==> config.mk <==
export PLATFORM = sky130hd
export DESIGN_NAME = cache_refill_ctrl_flat
export DESIGN_NICKNAME = d
export VERILOG_FILES = /design/src/rtl/cache_refill_ctrl_if.sv /design/src/rtl/cache_refill_ctrl.sv /design/src/flat_wrapper.sv
export SDC_FILE = /design/constraint.sdc
export NUM_CORES = 1
export LEC_CHECK = 0
export CAP_MARGIN = 5
export CELL_PAD_IN_SITES_DETAIL_PLACEMENT = 1
export CELL_PAD_IN_SITES_GLOBAL_PLACEMENT = 1
export CORE_ASPECT_RATIO = 1.2
export CORE_MARGIN = 2
export CORE_UTILIZATION = 37
export CTS_BUF_LIST = sky130_fd_sc_hd__clkbuf_16
export DETAILED_ROUTE_END_ITERATION = 10
export PLACE_DENSITY_LB_ADDON = 0.1
export REMOVE_ABC_BUFFERS = 1
export SYNTH_ARGS = -nofsm -noshare
export SYNTH_HDL_FRONTEND = slang
export SYNTH_SLANG_ARGS = --single-unit
==> constraint.sdc <==
create_clock -name clk -period 1.7 [get_ports clk]
set_input_delay 0.34 -clock clk [delete_from_list [all_inputs] [get_ports clk]]
set_output_delay 0.34 -clock clk [all_outputs]
set_load 0.005 [all_outputs]
==> src/rtl/cache_refill_ctrl_if.sv <==
// Signal bundle between the cache core/arrays, main memory and the refill controller.
// The controller takes the master modport; the core/memory side takes slave.
interface cache_refill_ctrl_if #(
   parameter int ADDR_WIDTH     = 32,
   parameter int LINE_WIDTH     = 128,
   parameter int MEM_DATA_WIDTH = 32,
   parameter int WAY_NUM        = 2
);
   logic                      cache_en;
   logic [ADDR_WIDTH-1:0]     cachein_addr;
   logic [WAY_NUM-1:0]        hit_en;
   logic                      stall;

   logic                      mem_req;
   logic [ADDR_WIDTH-1:0]     mem_addr;
   logic                      mem_gnt;
   logic                      mem_rvalid;
   logic [MEM_DATA_WIDTH-1:0] mem_rdata;

   logic                      refill_we;
   logic [WAY_NUM-1:0]        refill_way;
   logic [ADDR_WIDTH-1:0]     refill_addr;
   logic [LINE_WIDTH-1:0]     refill_data;
   logic                      refill_done;
   logic                      refill_err;

   modport master (
      input  cache_en, cachein_addr, hit_en, mem_gnt, mem_rvalid, mem_rdata,
      output stall, mem_req, mem_addr,
      output refill_we, refill_way, refill_addr, refill_data, refill_done, refill_err
   );

   modport slave (
      output cache_en, cachein_addr, hit_en, mem_gnt, mem_rvalid, mem_rdata,
      input  stall, mem_req, mem_addr,
      input  refill_we, refill_way, refill_addr, refill_data, refill_done, refill_err
   );
endinterface

==> src/rtl/cache_refill_ctrl.sv <==
// Cache-miss refill controller: line request, multi-beat fill, round-robin victim write.
// Optional refill watchdog enabled by defining CACHE_REFILL_TIMEOUT_EN.
//
// state   | meaning
// S_IDLE  | no refill in progress; a miss latches the line address
// S_REQ   | mem_req high with line address, waiting for mem_gnt
// S_FILL  | collecting BEATS read beats into the line buffer
// S_WRITE | one cycle: write assembled line into the victim way
module cache_refill_ctrl #(
   parameter int ADDR_WIDTH     = 32,
   parameter int LINE_WIDTH     = 128,
   parameter int MEM_DATA_WIDTH = 32,
   parameter int WAY_NUM        = 2,
   parameter int TIMEOUT_CYCLES = 255
) (
   input  logic                clk,
   input  logic                rst_n,
   cache_refill_ctrl_if.master bus
);

   localparam int BEATS       = LINE_WIDTH / MEM_DATA_WIDTH;
   localparam int OFFSET_BITS = $clog2(LINE_WIDTH / 8);
   localparam int BC_W        = (BEATS > 1) ? $clog2(BEATS) : 1;
   localparam int RR_W        = (WAY_NUM > 1) ? $clog2(WAY_NUM) : 1;
   localparam logic [ADDR_WIDTH-1:0] OFFSET_MASK =
      ADDR_WIDTH'((64'd1 << OFFSET_BITS) - 64'd1);

   localparam logic [1:0] S_IDLE  = 2'd0;
   localparam logic [1:0] S_REQ   = 2'd1;
   localparam logic [1:0] S_FILL  = 2'd2;
   localparam logic [1:0] S_WRITE = 2'd3;

   if ((LINE_WIDTH % MEM_DATA_WIDTH) != 0 || WAY_NUM < 1 || TIMEOUT_CYCLES < 1) begin : g_bad_cfg
      $error("cache_refill_ctrl: unsupported parameter combination");
   end

   logic [1:0]            state;
   logic [1:0]            state_nxt;
   logic [ADDR_WIDTH-1:0] line_addr;
   logic [LINE_WIDTH-1:0] line_buf;
   logic [LINE_WIDTH-1:0] line_nxt;
   logic [BC_W-1:0]       beat_cnt;
   logic [RR_W-1:0]       rr_ptr;
   logic [ADDR_WIDTH-1:0] refill_addr_q;
   logic [LINE_WIDTH-1:0] refill_data_q;
   logic [WAY_NUM-1:0]    way_oh;
   logic                  miss;
   logic                  beat_take;
   logic                  last_beat;
   logic                  abort;

   assign miss      = bus.cache_en & (bus.hit_en == '0);
   assign beat_take = (state == S_FILL) & bus.mem_rvalid;
   assign last_beat = beat_take & (beat_cnt == BC_W'(BEATS - 1));

   always_comb begin
      line_nxt = line_buf;
      for (int b = 0; b < BEATS; b++) begin
         if (beat_take && (beat_cnt == BC_W'(b))) begin
            line_nxt[b*MEM_DATA_WIDTH +: MEM_DATA_WIDTH] = bus.mem_rdata;
         end
      end
   end

`ifdef CACHE_REFILL_TIMEOUT_EN
   localparam int WD_W = $clog2(TIMEOUT_CYCLES + 1);

   logic [WD_W-1:0] wd_cnt;
   logic            err_q;

   // wd_cnt counts completed REQ/FILL cycles; abort on the TIMEOUT_CYCLES-th one
   assign abort = ((state == S_REQ) | (state == S_FILL)) &
                  (wd_cnt == WD_W'(TIMEOUT_CYCLES - 1));

   always_ff @(posedge clk or negedge rst_n) begin
      if (!rst_n) begin
         wd_cnt <= '0;
         err_q  <= 1'b0;
      end else begin
         err_q <= abort;
         if (state == S_IDLE) begin
            wd_cnt <= '0;
         end else if ((state == S_REQ) || (state == S_FILL)) begin
            wd_cnt <= wd_cnt + WD_W'(1);
         end
      end
   end

   assign bus.refill_err = err_q;
`else
   assign abort          = 1'b0;
   assign bus.refill_err = 1'b0;
`endif

   always_comb begin
      state_nxt = state;
      case (state)
         S_IDLE: begin
            if (miss) state_nxt = S_REQ;
         end
         S_REQ: begin
            if (abort)            state_nxt = S_IDLE;
            else if (bus.mem_gnt) state_nxt = S_FILL;
         end
         S_FILL: begin
            if (abort)          state_nxt = S_IDLE;
            else if (last_beat) state_nxt = S_WRITE;
         end
         S_WRITE: state_nxt = S_IDLE;
         default: state_nxt = S_IDLE;
      endcase
   end

   always_ff @(posedge clk or negedge rst_n) begin
      if (!rst_n) begin
         state         <= S_IDLE;
         line_addr     <= '0;
         line_buf      <= '0;
         beat_cnt      <= '0;
         rr_ptr        <= '0;
         refill_addr_q <= '0;
         refill_data_q <= '0;
      end else begin
         state    <= state_nxt;
         line_buf <= line_nxt;
         if ((state == S_IDLE) && miss) begin
            line_addr <= bus.cachein_addr & ~OFFSET_MASK;
         end
         if (state == S_REQ) begin
            beat_cnt <= '0;
         end else if (beat_take) begin
            beat_cnt <= beat_cnt + BC_W'(1);
         end
         // Output copies load only on a completed fill, so they hold between refills
         if (last_beat && !abort) begin
            refill_addr_q <= line_addr;
            refill_data_q <= line_nxt;
         end
         if (state == S_WRITE) begin
            rr_ptr <= (rr_ptr == RR_W'(WAY_NUM - 1)) ? '0 : rr_ptr + RR_W'(1);
         end
      end
   end

   always_comb begin
      way_oh = '0;
      for (int w = 0; w < WAY_NUM; w++) begin
         way_oh[w] = (state == S_WRITE) && (rr_ptr == RR_W'(w));
      end
   end

   assign bus.stall       = (state != S_IDLE) | miss;
   assign bus.mem_req     = (state == S_REQ);
   assign bus.mem_addr    = line_addr;
   assign bus.refill_we   = (state == S_WRITE);
   assign bus.refill_done = (state == S_WRITE);
   assign bus.refill_way  = way_oh;
   assign bus.refill_addr = refill_addr_q;
   assign bus.refill_data = refill_data_q;

endmodule

==> src/flat_wrapper.sv <==
// flat-port wrapper written by rule: the top's interface ports become plain ports
module cache_refill_ctrl_flat 
#(
   parameter int ADDR_WIDTH     = 32,
   parameter int LINE_WIDTH     = 128,
   parameter int MEM_DATA_WIDTH = 32,
   parameter int WAY_NUM        = 2,
   parameter int TIMEOUT_CYCLES = 255
)
  (clk, rst_n, bus_cache_en, bus_cachein_addr, bus_hit_en, bus_mem_gnt, bus_mem_rvalid, bus_mem_rdata, bus_stall, bus_mem_req, bus_mem_addr, bus_refill_we, bus_refill_way, bus_refill_addr, bus_refill_data, bus_refill_done, bus_refill_err);
  cache_refill_ctrl_if #(.ADDR_WIDTH(ADDR_WIDTH), .LINE_WIDTH(LINE_WIDTH), .MEM_DATA_WIDTH(MEM_DATA_WIDTH), .WAY_NUM(WAY_NUM)) bus_i ();
  input  logic clk;
  input  logic rst_n;
  input wire logic [$bits(bus_i.cache_en)-1:0] bus_cache_en;
  input wire logic [$bits(bus_i.cachein_addr)-1:0] bus_cachein_addr;
  input wire logic [$bits(bus_i.hit_en)-1:0] bus_hit_en;
  input wire logic [$bits(bus_i.mem_gnt)-1:0] bus_mem_gnt;
  input wire logic [$bits(bus_i.mem_rvalid)-1:0] bus_mem_rvalid;
  input wire logic [$bits(bus_i.mem_rdata)-1:0] bus_mem_rdata;
  output wire logic [$bits(bus_i.stall)-1:0] bus_stall;
  output wire logic [$bits(bus_i.mem_req)-1:0] bus_mem_req;
  output wire logic [$bits(bus_i.mem_addr)-1:0] bus_mem_addr;
  output wire logic [$bits(bus_i.refill_we)-1:0] bus_refill_we;
  output wire logic [$bits(bus_i.refill_way)-1:0] bus_refill_way;
  output wire logic [$bits(bus_i.refill_addr)-1:0] bus_refill_addr;
  output wire logic [$bits(bus_i.refill_data)-1:0] bus_refill_data;
  output wire logic [$bits(bus_i.refill_done)-1:0] bus_refill_done;
  output wire logic [$bits(bus_i.refill_err)-1:0] bus_refill_err;
  assign bus_i.cache_en = bus_cache_en;
  assign bus_i.cachein_addr = bus_cachein_addr;
  assign bus_i.hit_en = bus_hit_en;
  assign bus_i.mem_gnt = bus_mem_gnt;
  assign bus_i.mem_rvalid = bus_mem_rvalid;
  assign bus_i.mem_rdata = bus_mem_rdata;
  assign bus_stall = bus_i.stall;
  assign bus_mem_req = bus_i.mem_req;
  assign bus_mem_addr = bus_i.mem_addr;
  assign bus_refill_we = bus_i.refill_we;
  assign bus_refill_way = bus_i.refill_way;
  assign bus_refill_addr = bus_i.refill_addr;
  assign bus_refill_data = bus_i.refill_data;
  assign bus_refill_done = bus_i.refill_done;
  assign bus_refill_err = bus_i.refill_err;
  cache_refill_ctrl #(.ADDR_WIDTH(ADDR_WIDTH), .LINE_WIDTH(LINE_WIDTH), .MEM_DATA_WIDTH(MEM_DATA_WIDTH), .WAY_NUM(WAY_NUM), .TIMEOUT_CYCLES(TIMEOUT_CYCLES)) u_core (.clk(clk), .rst_n(rst_n), .bus(bus_i));
endmodule
; ---- After elaboration in Yosys (flattened, before gate mapping)
; Cells that the tools add are included.
[totals]
ff_bits = 317
inputBits = 71
output_inout_bits = 199
[classes]
addsub = 2
n_eq_ne = 9
muxes = 11
bitwise_logic = 5
reduce_logical = 13
[op_table]
columns = operator, count
row1 = 32-bit 2-to-1 mux, 4
row2 = 2-bit 2-to-1 mux, 5
row3 = 2-bit equality test (second input constant), 4
row4 = 2-bit case mux with 4 select lines, 1
row5 = 1-bit logical AND, 7
row6 = 2-bit logical NOT, 3
row7 = 2-bit by 1-bit equality test with 1-bit output (second input constant), 2
row8 = 2-bit by 1-bit inequality test with 1-bit output (second input constant), 2
row9 = 2-bit nonzero test, 2
row10 = 1-bit bitwise AND, 3
row11 = 3-bit AND reduction, 1
row12 = 2-bit by 1-bit adder with 2-bit output (second input constant), 1
row13 = 2-bit inequality test (second input constant), 1
row14 = 1-bit adder (second input constant), 1
row15 = 1-bit 2-to-1 mux, 1
row16 = 1-bit NOT, 1
row17 = 1-bit OR, 1

; ---- Logic depth before layout (Yosys ltp)
; Gate-level depths: netlist of the first run.
[logic_depth]
word_depth = 5
depth_mapped = 8
mapped_depth_nobuf = 5

; ---- Least setup slack after synthesis of the first run
; No wires, ideal clock.
[synth_path]
path_type = register -> register
start = reg u_core.state[0]
end = reg u_core.refill_data_q[38], in the netlist u_core.bus.refill_data[38]
setup_ns = 0.125
t_arrival_ns = 1.627
required_ns = 1.575
path_slack_ns = -0.053
stages_incl_launch_ff = 8
n_path_buf = 3
synth_period_minus_slack_ns = 1.753
cell_sequence = dfrtp_1 -> inv_1 -> ha_1 -> buf_6 -> and3_1 -> buf_4 -> buf_4 -> mux2_4
[synth_between]
elab_chain_cells = 4
elab_cells_between_ends = 5
[synth_rtl]
columns = element, line_no
row1 = from (decl), cache_refill_ctrl.sv:37  ; logic [1:0] state;
row2 = from (signal assigned), cache_refill_ctrl.sv:124  ; state <= state_nxt;
row3 = 2-bit equality test *, cache_refill_ctrl.sv:53  ; assign beat_take = (state == S_FILL) & bus.mem_rvalid;
row4 = 1-bit bitwise AND *, cache_refill_ctrl.sv:53
row5 = 1-bit logical AND, cache_refill_ctrl.sv:59  ; if (beat_take && (beat_cnt == BC_W'(b))) begin
row6 = 32-bit 2-to-1 mux, cache_refill_ctrl.sv:59
row7 = to (signal assigned), cache_refill_ctrl.sv:137  ; refill_data_q <= line_nxt;
row8 = to (decl), cache_refill_ctrl.sv:45  ; logic [LINE_WIDTH-1:0] refill_data_q;
; Every way passes the cells marked *; elsewhere a longest branch is shown, timed or not.
; A chain may end at the register's enable or synchronous reset.

; ---- Worst setup path after layout of the first run
[layout_path]
start = reg u_core.state[0]
end = out bus_refill_way[1]
[layout_between]
elab_chain_cells = 2
[layout_rtl]
columns = element, line_no
row1 = 2-bit equality test, cache_refill_ctrl.sv:148  ; way_oh[w] = (state == S_WRITE) && (rr_ptr == RR_W'(w));
row2 = 1-bit logical AND, cache_refill_ctrl.sv:148
row3 = to (decl), flat_wrapper.sv:24  ; output wire logic [$bits(bus_i.refill_way)-1:0] bus_refill_way;
; No other way between the ends.

==> results of run 1 <==
## sequential cells by signal, indices dropped and copies added (netlist names)
| register | flops |
|---|---|
| u_core.bus.mem_addr | 28 |
| u_core.rr_ptr | 1 |
| u_core.bus.refill_data | 128 |
| u_core.bus.refill_addr | 28 |
| u_core.state | 2 |
| u_core.line_buf | 96 |
| u_core.beat_cnt | 2 |
## power by group through the flow
| stage | Sequential, mW | Clock (mW) | Combinational [mW] |
|---|---|---|---|
| floorplan | 11.1 | 0 | 4.40 |
| global placement | 11.2 | 0 | 9.70 |
| detailed placement | 11.3 | 0 | 9.85 |
| CTS | 11.1 | 6.68 | 9.64 |
| global route | 11.4 | 6.98 | 10.8 |
| finish | 11.1 | 6.45 | 9.92 |
## logic make-up (layout without fill, tap and decap cells)
family | Yosys count | after routing | synth area share
muxes | 221 | 221 | 0.268
xor gates and xnor gates | 2 | 2 | 0.00151
other | 1 | 9 | 0.000323
DFF | 285 | 285 | 0.615
adders and majority gates | 8 | 8 | 0.00863
buffers and inverters | 52 | 439 | 0.0340
AOI/OAI and AO/OA | 3 | 3 | 0.00259
and+or+nand+nor | 196 | 197 | 0.0701
## metrics by stage
stage | utilization | TNS (ns)
6_report | 0.535 | -6.78
4_1_cts | 0.522 | -5.71
3_5_place_dp | 0.478 | -59.55
3_3_place_gp | 0.478 | -54.85
5_1_grt | 0.535 | -12.83
2_1_floorplan | - | -654.94
## path summary, 6_finish.rpt
path | from | to | slack (ns) | cells after the start
min in group clk | bus_cachein_addr[14] | u_core.bus.mem_addr[14] | 0.44 | 2
worst max register to register | u_core.state[1] | u_core.bus.refill_data[84] | -0.10 | 6
worst min-delay path | rst_n | u_core.bus.refill_data[10] | 0.33 | 2
worst max-delay path | u_core.state[0] | bus_refill_way[1] | -0.11 | 4
max in group asynchronous | rst_n | u_core.bus.refill_data[16] | 0.61 | 4
worst min register to register | u_core.bus.refill_data[110] | u_core.bus.refill_data[110] | 0.47 | 2
## layout make-up
| class | count | area, um2 |
|---|---|---|
| Multi-Input combinational cell | 440 | 4320 |
| Tap cell | 401 | 502 |
| Timing Repair Buffer | 374 | 3680 |
| Sequential cell | 285 | 7130 |
| Clock buffer | 35 | 876 |
| Inverter | 5 | 23.8 |
| Fill cell | 3160 | 14400 |
| Clock inverter | 25 | 110 |
## synthesized netlist by cell type (all sizes together)
cell type / instances
dfrtp: 285
mux2: 221
nand2: 184
buf: 43
ha: 8
inv: 5
nand3: 5
clkbuf: 4
nor2: 2
nor2b: 2
a21oi: 1
a221oi: 1
and2: 1
and3: 1
conb: 1
o32a: 1
or3b: 1
xnor2: 1
xor2: 1
## routing by layer
metal / GRT usage / vias up
met3: 0.0606 / 28
met1: 0.220 / 3716
met5: 0 / -
met4: 0.0393 / 0
li1: - / 3278
met2: 0.298 / 201
## worst max-delay path, cell delays in order (launching register included)
cell     delay (ns)
dfrtp_1        0.40
buf_6          0.14
ha_4           0.17
and2_4         0.13
buf_6          0.11
## timing repair
item                                    4_1_cts  5_1_grt
endpoints found under the hold margin        28        0
hold buffers                                  1        0
cloned                                        4        5
resized for setup                           230       59
setup buffers                                45       15
endpoints found under the setup margin      376      168
pin swaps                                     5       10
==> reports/metrics.yaml, run 1 <==
outcome:
  status: "finished, violations left"
  violations: "setup timing"
logic_synthesis:
  synth_cell_types: 26
  synthesis.area_um2: 11600
  yosysWarnings: 0
  synth_seq_cells: 285
  synthTopCellsByArea: "dfrtp_1 (61%), mux2_4 (21%), nand2_1 (6.0%), mux2_2 (5.1%), buf_6 (1.7%)"
  synth_largest_area_cell: "dfrtp_1"
  synth-seq-area-share: 0.615
  syn-instance-count: 768
  syn_area_per_cell_um2: 15.1
  synth_top_cell_area_share: 0.615
cts:
  ctsHtreeMaxLevel: 2
  cts_made_buffers: 34
  clkSlewWorstSetupHoldPaths_ns: 0.06
  ctsRootBufferMaster: "clkbuf_16"
  cts_tree: "done"
  clockBufferDepth: 3
  cts.sinks: 285
  clkLatencyLatePin_ns: 0.50
power_and_ir_drop:
  internal_power_mw: 19.7
  power_density_nw_per_um2: 1650
  p_leak_nw: 9.23
  peakVddDrop_mv: 0.968
  power_frac_clock: 0.235
  power_frac_seq: 0.404
  power.total_mw: 27.4
  switching_share: 0.283
  power.switching_mw: 7.77
  p_comb_frac: 0.361
sta:
  fin_crit_ns: 1.81
  hold_violations: 0
  rsz0062_at_grt: "yes"
  worst_slack_ns: -0.105
  final-setup-viol-count: 98
  fin_crit_sh: 1.06
  fin_skew_ns: 0.0270
  fin_hold_ws_ns: 0.325
  drv_slew: 0
  timing.fmax_ghz: 0.554
placement:
  postPlaceCellArea_um2: 14900
  pre_cts_ws_ns: -0.435
  finalWeightedCongestion: 0.688
  hpwl_um: 18800
  place_inst: 1435
  port_buffers: 256
layout:
  layout.nets: 1219
  drive_gt1_frac: 0.355
  area_growth_pct: 43.5
  most-common-layout-cells: "dfrtp_1 (285), mux2_4 (187), nand2_1 (178)"
  final_area_um2: 16600
  n_antenna_cell: 0
  stdcell_count: 1565
  final_common_cell: "dfrtp_1"
die:
  die_h_um: 198
  row_count: 71
  die_area_um2: 32800
  top_level_ports: 270
  die_width_um: 166
  initial_core_util: 0.373
  coreArea_um2: 31100
route:
  vias: 7223
  dr.max_layer_used: "met4"
  routedWlPerCell_um: 19.3
  wl_met1_um: 12500
  antenna_left: 0
  dr.pass1.iters: 4
  wl_met3_um: 2220
  met2_length_um: 15200
  drc_errors: 0
  drt_iter0_drc: 323
  routed_wirelength_um: 30200
  via_per_inst: 4.62
grt:
  grt_pass1_vias: 7999
  antenna_found_initial: 0
  globalRouteOverflowTotal: 0
  grt_pass1_wl_um: 46200
  grt_max_degree: 55
  track_usage: 0.177
setup_path:
  worstSetupPathType: "register to primary output"
  worstPathMaxFanout: 5
  start_kind: "register"
  worstPathArrival_ns: 1.47
  worstPathRequired_ns: 1.36
  endpoint_kind: "primary output"
min_path:
  hold_class: "input port to async pin"
flow_run:
  maxCapViolCount: 0
Power figures use the tool's default switching activity.
==> run 2, diff against run 1 <==
Settings changed: CORE_UTILIZATION 37 to 35.
==> run 2 against run 1 <==
Net effect: the flow still finishes with violations (setup timing); maximum frequency fell by 4.2%; combinational power increased by 4%; clock skew decreased by 0.012 ns; flip-flop and latch count did not move; critical path type unchanged; utilization shrank 2.2 points; final cell count is 1.9% higher; via count increased by 0.60%; critical endpoint is now bus_refill_way[0]; sequential share of layout area down 0.58 points; largest power group unchanged.
==> reports/metrics.yaml, run 2 (synthesis gave the netlist of run 1 again) <==
sta:
  timing.fmax_ghz: 0.531
  final-setup-viol-count: 164
  fin_hold_ws_ns: 0.275
  fin_crit_sh: 1.11
  setup-tns-final_ns: -15.81
  hold_violations: 0
  drv_slew: 0
  fin_skew_ns: 0.0146
  fin_crit_ns: 1.88
  worst_slack_ns: -0.184
  rsz0062_at_grt: "yes"
layout:
  largest_register_ffs: 128
  most-common-layout-cells: "dfrtp_1 (285), mux2_4 (201), dlygate4sd2_1 (184)"
  drive_gt1_frac: 0.360
  area_growth_pct: 45.5
  final_common_cell: "dfrtp_1"
  n_antenna_cell: 0
  layout.nets: 1240
die:
  top_level_ports: 270
  row_count: 73
  die_area_um2: 34600
  die_h_um: 203
  initial_core_util: 0.353
  die_width_um: 170
  coreArea_um2: 32900
route:
  vias: 7266
  via_per_inst: 4.56
  routed_wirelength_um: 30600
  dr.pass1.iters: 4
  routedWlPerCell_um: 19.2
  drc_errors: 0
  drt_iter0_drc: 257
  antenna_left: 0
cts:
  cts_made_buffers: 31
  clkLatencyLatePin_ns: 0.56
  ctsRootBufferMaster: "clkbuf_16"
  cts_tree: "done"
  ctsHtreeMaxLevel: 1
  clkSlewWorstSetupHoldPaths_ns: 0.06
  clockBufferDepth: 3
  cts.sinks: 285
setup_path:
  crit_cells: 4
  start_kind: "register"
  critPathBufInv: 2
  reg2reg_to: "u_core.bus.refill_data[61]"
  reg2regPathDepth: 7
  cp_top_family: "flip-flops"
  worstSetupStartpoint: "u_core.state[0]"
  r2r_slack_ns: -0.18
  r2r_start: "u_core.state[0]"
  cp_cell_sequence: "buf_6 -> ha_4 -> nor2b_1 -> buf_2"
  worstSetupPathType: "register to primary output"
  endpoint_kind: "primary output"
  worstPathMaxFanout: 5
  critPathMaxStageDelay_ns: 0.43
  worstPathRequired_ns: 1.36
  worstPathArrival_ns: 1.54
  slowest_stage: "dfrtp_1"
grt:
  grt_pass1_wl_um: 48000
  track_usage: 0.177
  grt_max_degree: 53
  grt_pass1_vias: 8163
  antenna_found_initial: 0
  globalRouteOverflowTotal: 0
outcome:
  status: "finished, violations left"
  violations: "setup timing"
placement:
  hpwl_um: 19000
  finalWeightedCongestion: 0.711
  port_buffers: 256
min_path:
  hold_class: "input port to async pin"
power_and_ir_drop:
  power_density_nw_per_um2: 1610
  peakVddDrop_mv: 0.850
  p_leak_nw: 9.19
flow_run:
  maxCapViolCount: 0
==> run 2: changes by cell type in the layout (fill, tap and decap cells not counted), moves of 3 or more <==
cell / delta
dlygate4sd2_1: +16
buf_12: +15
dlymetal6s2s_1: -15
mux2_4: +14
mux2_2: -13
buf_6: +10
nand2_1: +5
buf_16: -4
buf_4: +3
nand2_2: -3
==> run 2: area by class of cell <==
cell class | instances | area (um2)
fill | 3349 | 16000
inverter | 5 | 23.8
multi-input combinational | 439 | 4330
clock buffer | 31 | 776
clock inverter | 23 | 95.1
sequential | 285 | 7130
tap | 412 | 515
timing repair buffer | 399 | 4000
==> run 2: stage by stage <==
| stage | cells | setup WS, ns | power, mW | area, um2 | utilization |
|---|---|---|---|---|---|
| final | 1594 | -0.184 | 27.2 | 16900 | 0.513 |
| after global routing | 1594 | -0.247 | 29.0 | 16900 | 0.513 |
| after CTS | 1581 | -0.188 | 27.3 | 16600 | 0.504 |
| after detailed placement | 1456 | -0.434 | 21.2 | 15100 | 0.459 |
| after global placement | 1456 | -0.440 | 21.0 | 15100 | 0.459 |
| after floorplan | 729 | -4.25 | 15.5 | 11300 | - |
==> run 2: power breakdown <==
group | leakage (nW) | total [mW] | internal [mW] | switching (mW)
clock network | 0.469 | 5.91 | 3.25 | 2.66
logic | 4.98 | 10.3 | 6.58 | 3.68
registers | 3.74 | 11.0 | 9.64 | 1.40
total | 9.19 | 27.2 | 19.5 | 7.74
==> run 2: worst max path at each step <==
| stage | to | slack, ns |
|---|---|---|
| 2_1_floorplan | u_core.bus.refill_data[0] | -4.25 |
| 3_3_place_gp | bus_stall | -0.44 |
| 3_5_place_dp | bus_stall | -0.43 |
| 4_1_cts | bus_refill_way[1] | -0.19 |
| 5_1_grt | bus_refill_way[0] | -0.25 |
| 6_report | bus_refill_way[0] | -0.18 |
==> run 2: routing by layer <==
| layer | GRT usage | up-vias | share of wire |
|---|---|---|---|
| li1 | - | 3320 | - |
| met1 | 0.225 | 3709 | 0.42 |
| met2 | 0.291 | 202 | 0.48 |
| met3 | 0.0615 | 35 | 0.082 |
| met4 | 0.0382 | 0 | 0.017 |
| met5 | 0 | - | 0 |
==> run 2: timing repair <==
action	in CTS	in global routing
pin swaps	5	9
endpoints found under the setup margin	388	188
cloned	5	7
gates resized for setup	261	46
hold buffers	1	0
endpoints found under the hold margin	28	0
setup buffers	65	10
==> run 3, diff against run 2 <==
Settings changed: CTS_CLUSTER_DIAMETER from default to 150, DONT_BUFFER_PORTS from default to 1, SETUP_SLACK_MARGIN from default to 0.02.
==> run 3 against run 2 <==
Net effect: the run ends with hold timing, setup timing left; first-iteration DRC count is 5.8% higher; utilization is 5.6 points lower; flip-flop and latch count unchanged; critical path type is now register to register; critical endpoint is now u_core.bus.refill_data[3]; largest cell class unchanged.
==> reports/metrics.yaml, run 3 (synthesis gave the netlist of run 1 again) <==
layout:
  layout.nets: 982
  fill_cells: 3227
  stdcell_count: 1338
  final_common_cell: "dfrtp_1"
  most-common-layout-cells: "dfrtp_1 (285), mux2_4 (215), nand2_1 (172)"
  drive_gt1_frac: 0.405
  area_growth_pct: 29.5
  largest_register_ffs: 128
min_path:
  hold_class: "input port to async pin"
setup_path:
  cp_cell_sequence: "buf_6 -> ha_4 -> nand3_4 -> buf_12 -> buf_12 -> mux2_4 -> mux2_4"
  worstPathArrival_ns: 2.29
  cp_top_family: "multiplexers"
  reg2regPathDepth: 7
  critPathBufInv: 3
  slowest_stage: "dfrtp_1"
  worstPathRequired_ns: 2.14
  endpoint_kind: "register"
  worstSetupPathType: "register to register"
  critPathMaxStageDelay_ns: 0.40
  start_kind: "register"
  worstPathMaxFanout: 8
  crit_cells: 7
route:
  drt_iter0_drc: 272
  dr.pass1.iters: 4
  via_per_inst: 4.79
  drc_errors: 0
  routedWlPerCell_um: 23.0
  dr.max_layer_used: "met5"
  vias: 6407
  antenna_left: 0
  met2_length_um: 15800
  wl_met1_um: 11800
  wl_met3_um: 2490
  routed_wirelength_um: 30800
grt:
  grt_max_degree: 286
  antenna_found_initial: 2
  grt_pass1_wl_um: 43800
  grt_pass1_vias: 7126
  track_usage: 0.163
  globalRouteOverflowTotal: 0
cts:
  clockBufferDepth: 3
  cts.sinks: 285
  ctsHoldBuffers: 61
  cts_tree: "done"
  ctsRootBufferMaster: "clkbuf_16"
  ctsHtreeMaxLevel: 1
  clkSlewWorstSetupHoldPaths_ns: 0.06
  clkLatencyLatePin_ns: 0.56
  cts_made_buffers: 30
die:
  die_area_um2: 34600
  row_count: 73
  die_h_um: 203
  initial_core_util: 0.353
  top_level_ports: 270
  die_width_um: 170
  coreArea_um2: 32900
sta:
  drv_slew: 0
  worst_pin_slew_ns: 1.21
  timing.fmax_ghz: 0.539
  hold_violations: 285
  fin_hold_ws_ns: -0.516
  fin_crit_ns: 1.85
  fin_skew_ns: 0.00994
  slew_headroom: 0.190
  worst_slack_ns: -0.154
  final-setup-viol-count: 101
  setup-tns-final_ns: -10.13
  rsz0062_at_grt: "yes"
  fin_crit_sh: 1.09
placement:
  place_inst: 1173
  hpwl_um: 17300
  port_buffers: 0
  finalWeightedCongestion: 0.714
  pre_cts_ws_ns: -0.390
power_and_ir_drop:
  p_leak_nw: 7.59
  power.total_mw: 25.1
  peakVddDrop_mv: 0.779
  power_density_nw_per_um2: 1670
outcome:
  violations: "hold timing, setup timing"
  status: "finished, violations left"
flow_run:
  maxCapViolCount: 0
run 3: final timing paths:
| kind | start | to | slack, ns |
|---|---|---|---|
| min in group clk | bus_mem_rdata[22] | u_core.line_buf[22] | 0.04 |
| min reg2reg | u_core.line_buf[92] | u_core.line_buf[92] | 0.49 |
| max | u_core.state[1] | u_core.bus.refill_data[3] | -0.15 |
| max reg2reg | u_core.state[1] | u_core.bus.refill_data[3] | -0.15 |
| max in group asynchronous | rst_n | u_core.line_buf[6] | 1.23 |
| min | rst_n | u_core.bus.refill_addr[27] | -0.52 |
run 3: cell type report:
cell class | instances | area (um2) | share of cell area
diodes | 1 | 2.50 | 0.000167
flip-flops and latches | 285 | 7130 | 0.475
clock inverters | 23 | 178 | 0.0118
well taps | 412 | 515 | 0.0343
clock buffers | 31 | 776 | 0.0517
inverters | 5 | 26.3 | 0.00175
repair buffers | 142 | 1960 | 0.130
multi-input cells | 439 | 4430 | 0.295
run 3: per-stage QoR:
step / utilization / instance area [um2]
2_1_floorplan: - / 11300
3_3_place_gp: 0.371 / 12200
3_5_place_dp: 0.371 / 12200
4_1_cts: 0.433 / 14300
5_1_grt: 0.457 / 15000
6_report: 0.457 / 15000
run 3: power breakdown:
group | internal [mW] | total, mW | switching [mW]
Sequential | 9.65 | 11.9 | 2.21
Combinational | 4.50 | 6.88 | 2.38
Clock | 3.72 | 6.41 | 2.68
run 3: metal layers:
metal | up-vias | track usage
li1 | 2813 | -
met1 | 3332 | 0.195
met2 | 221 | 0.277
met3 | 39 | 0.0569
met4 | 2 | 0.0488
met5 | - | 0
run 3: repair_timing:
action,CTS,global route
buffers inserted,12,19
endpoints found under the setup margin,260,170
gates resized for setup,61,80
hold endpoints to repair,441,285
pin swaps,4,14
cloned,6,15
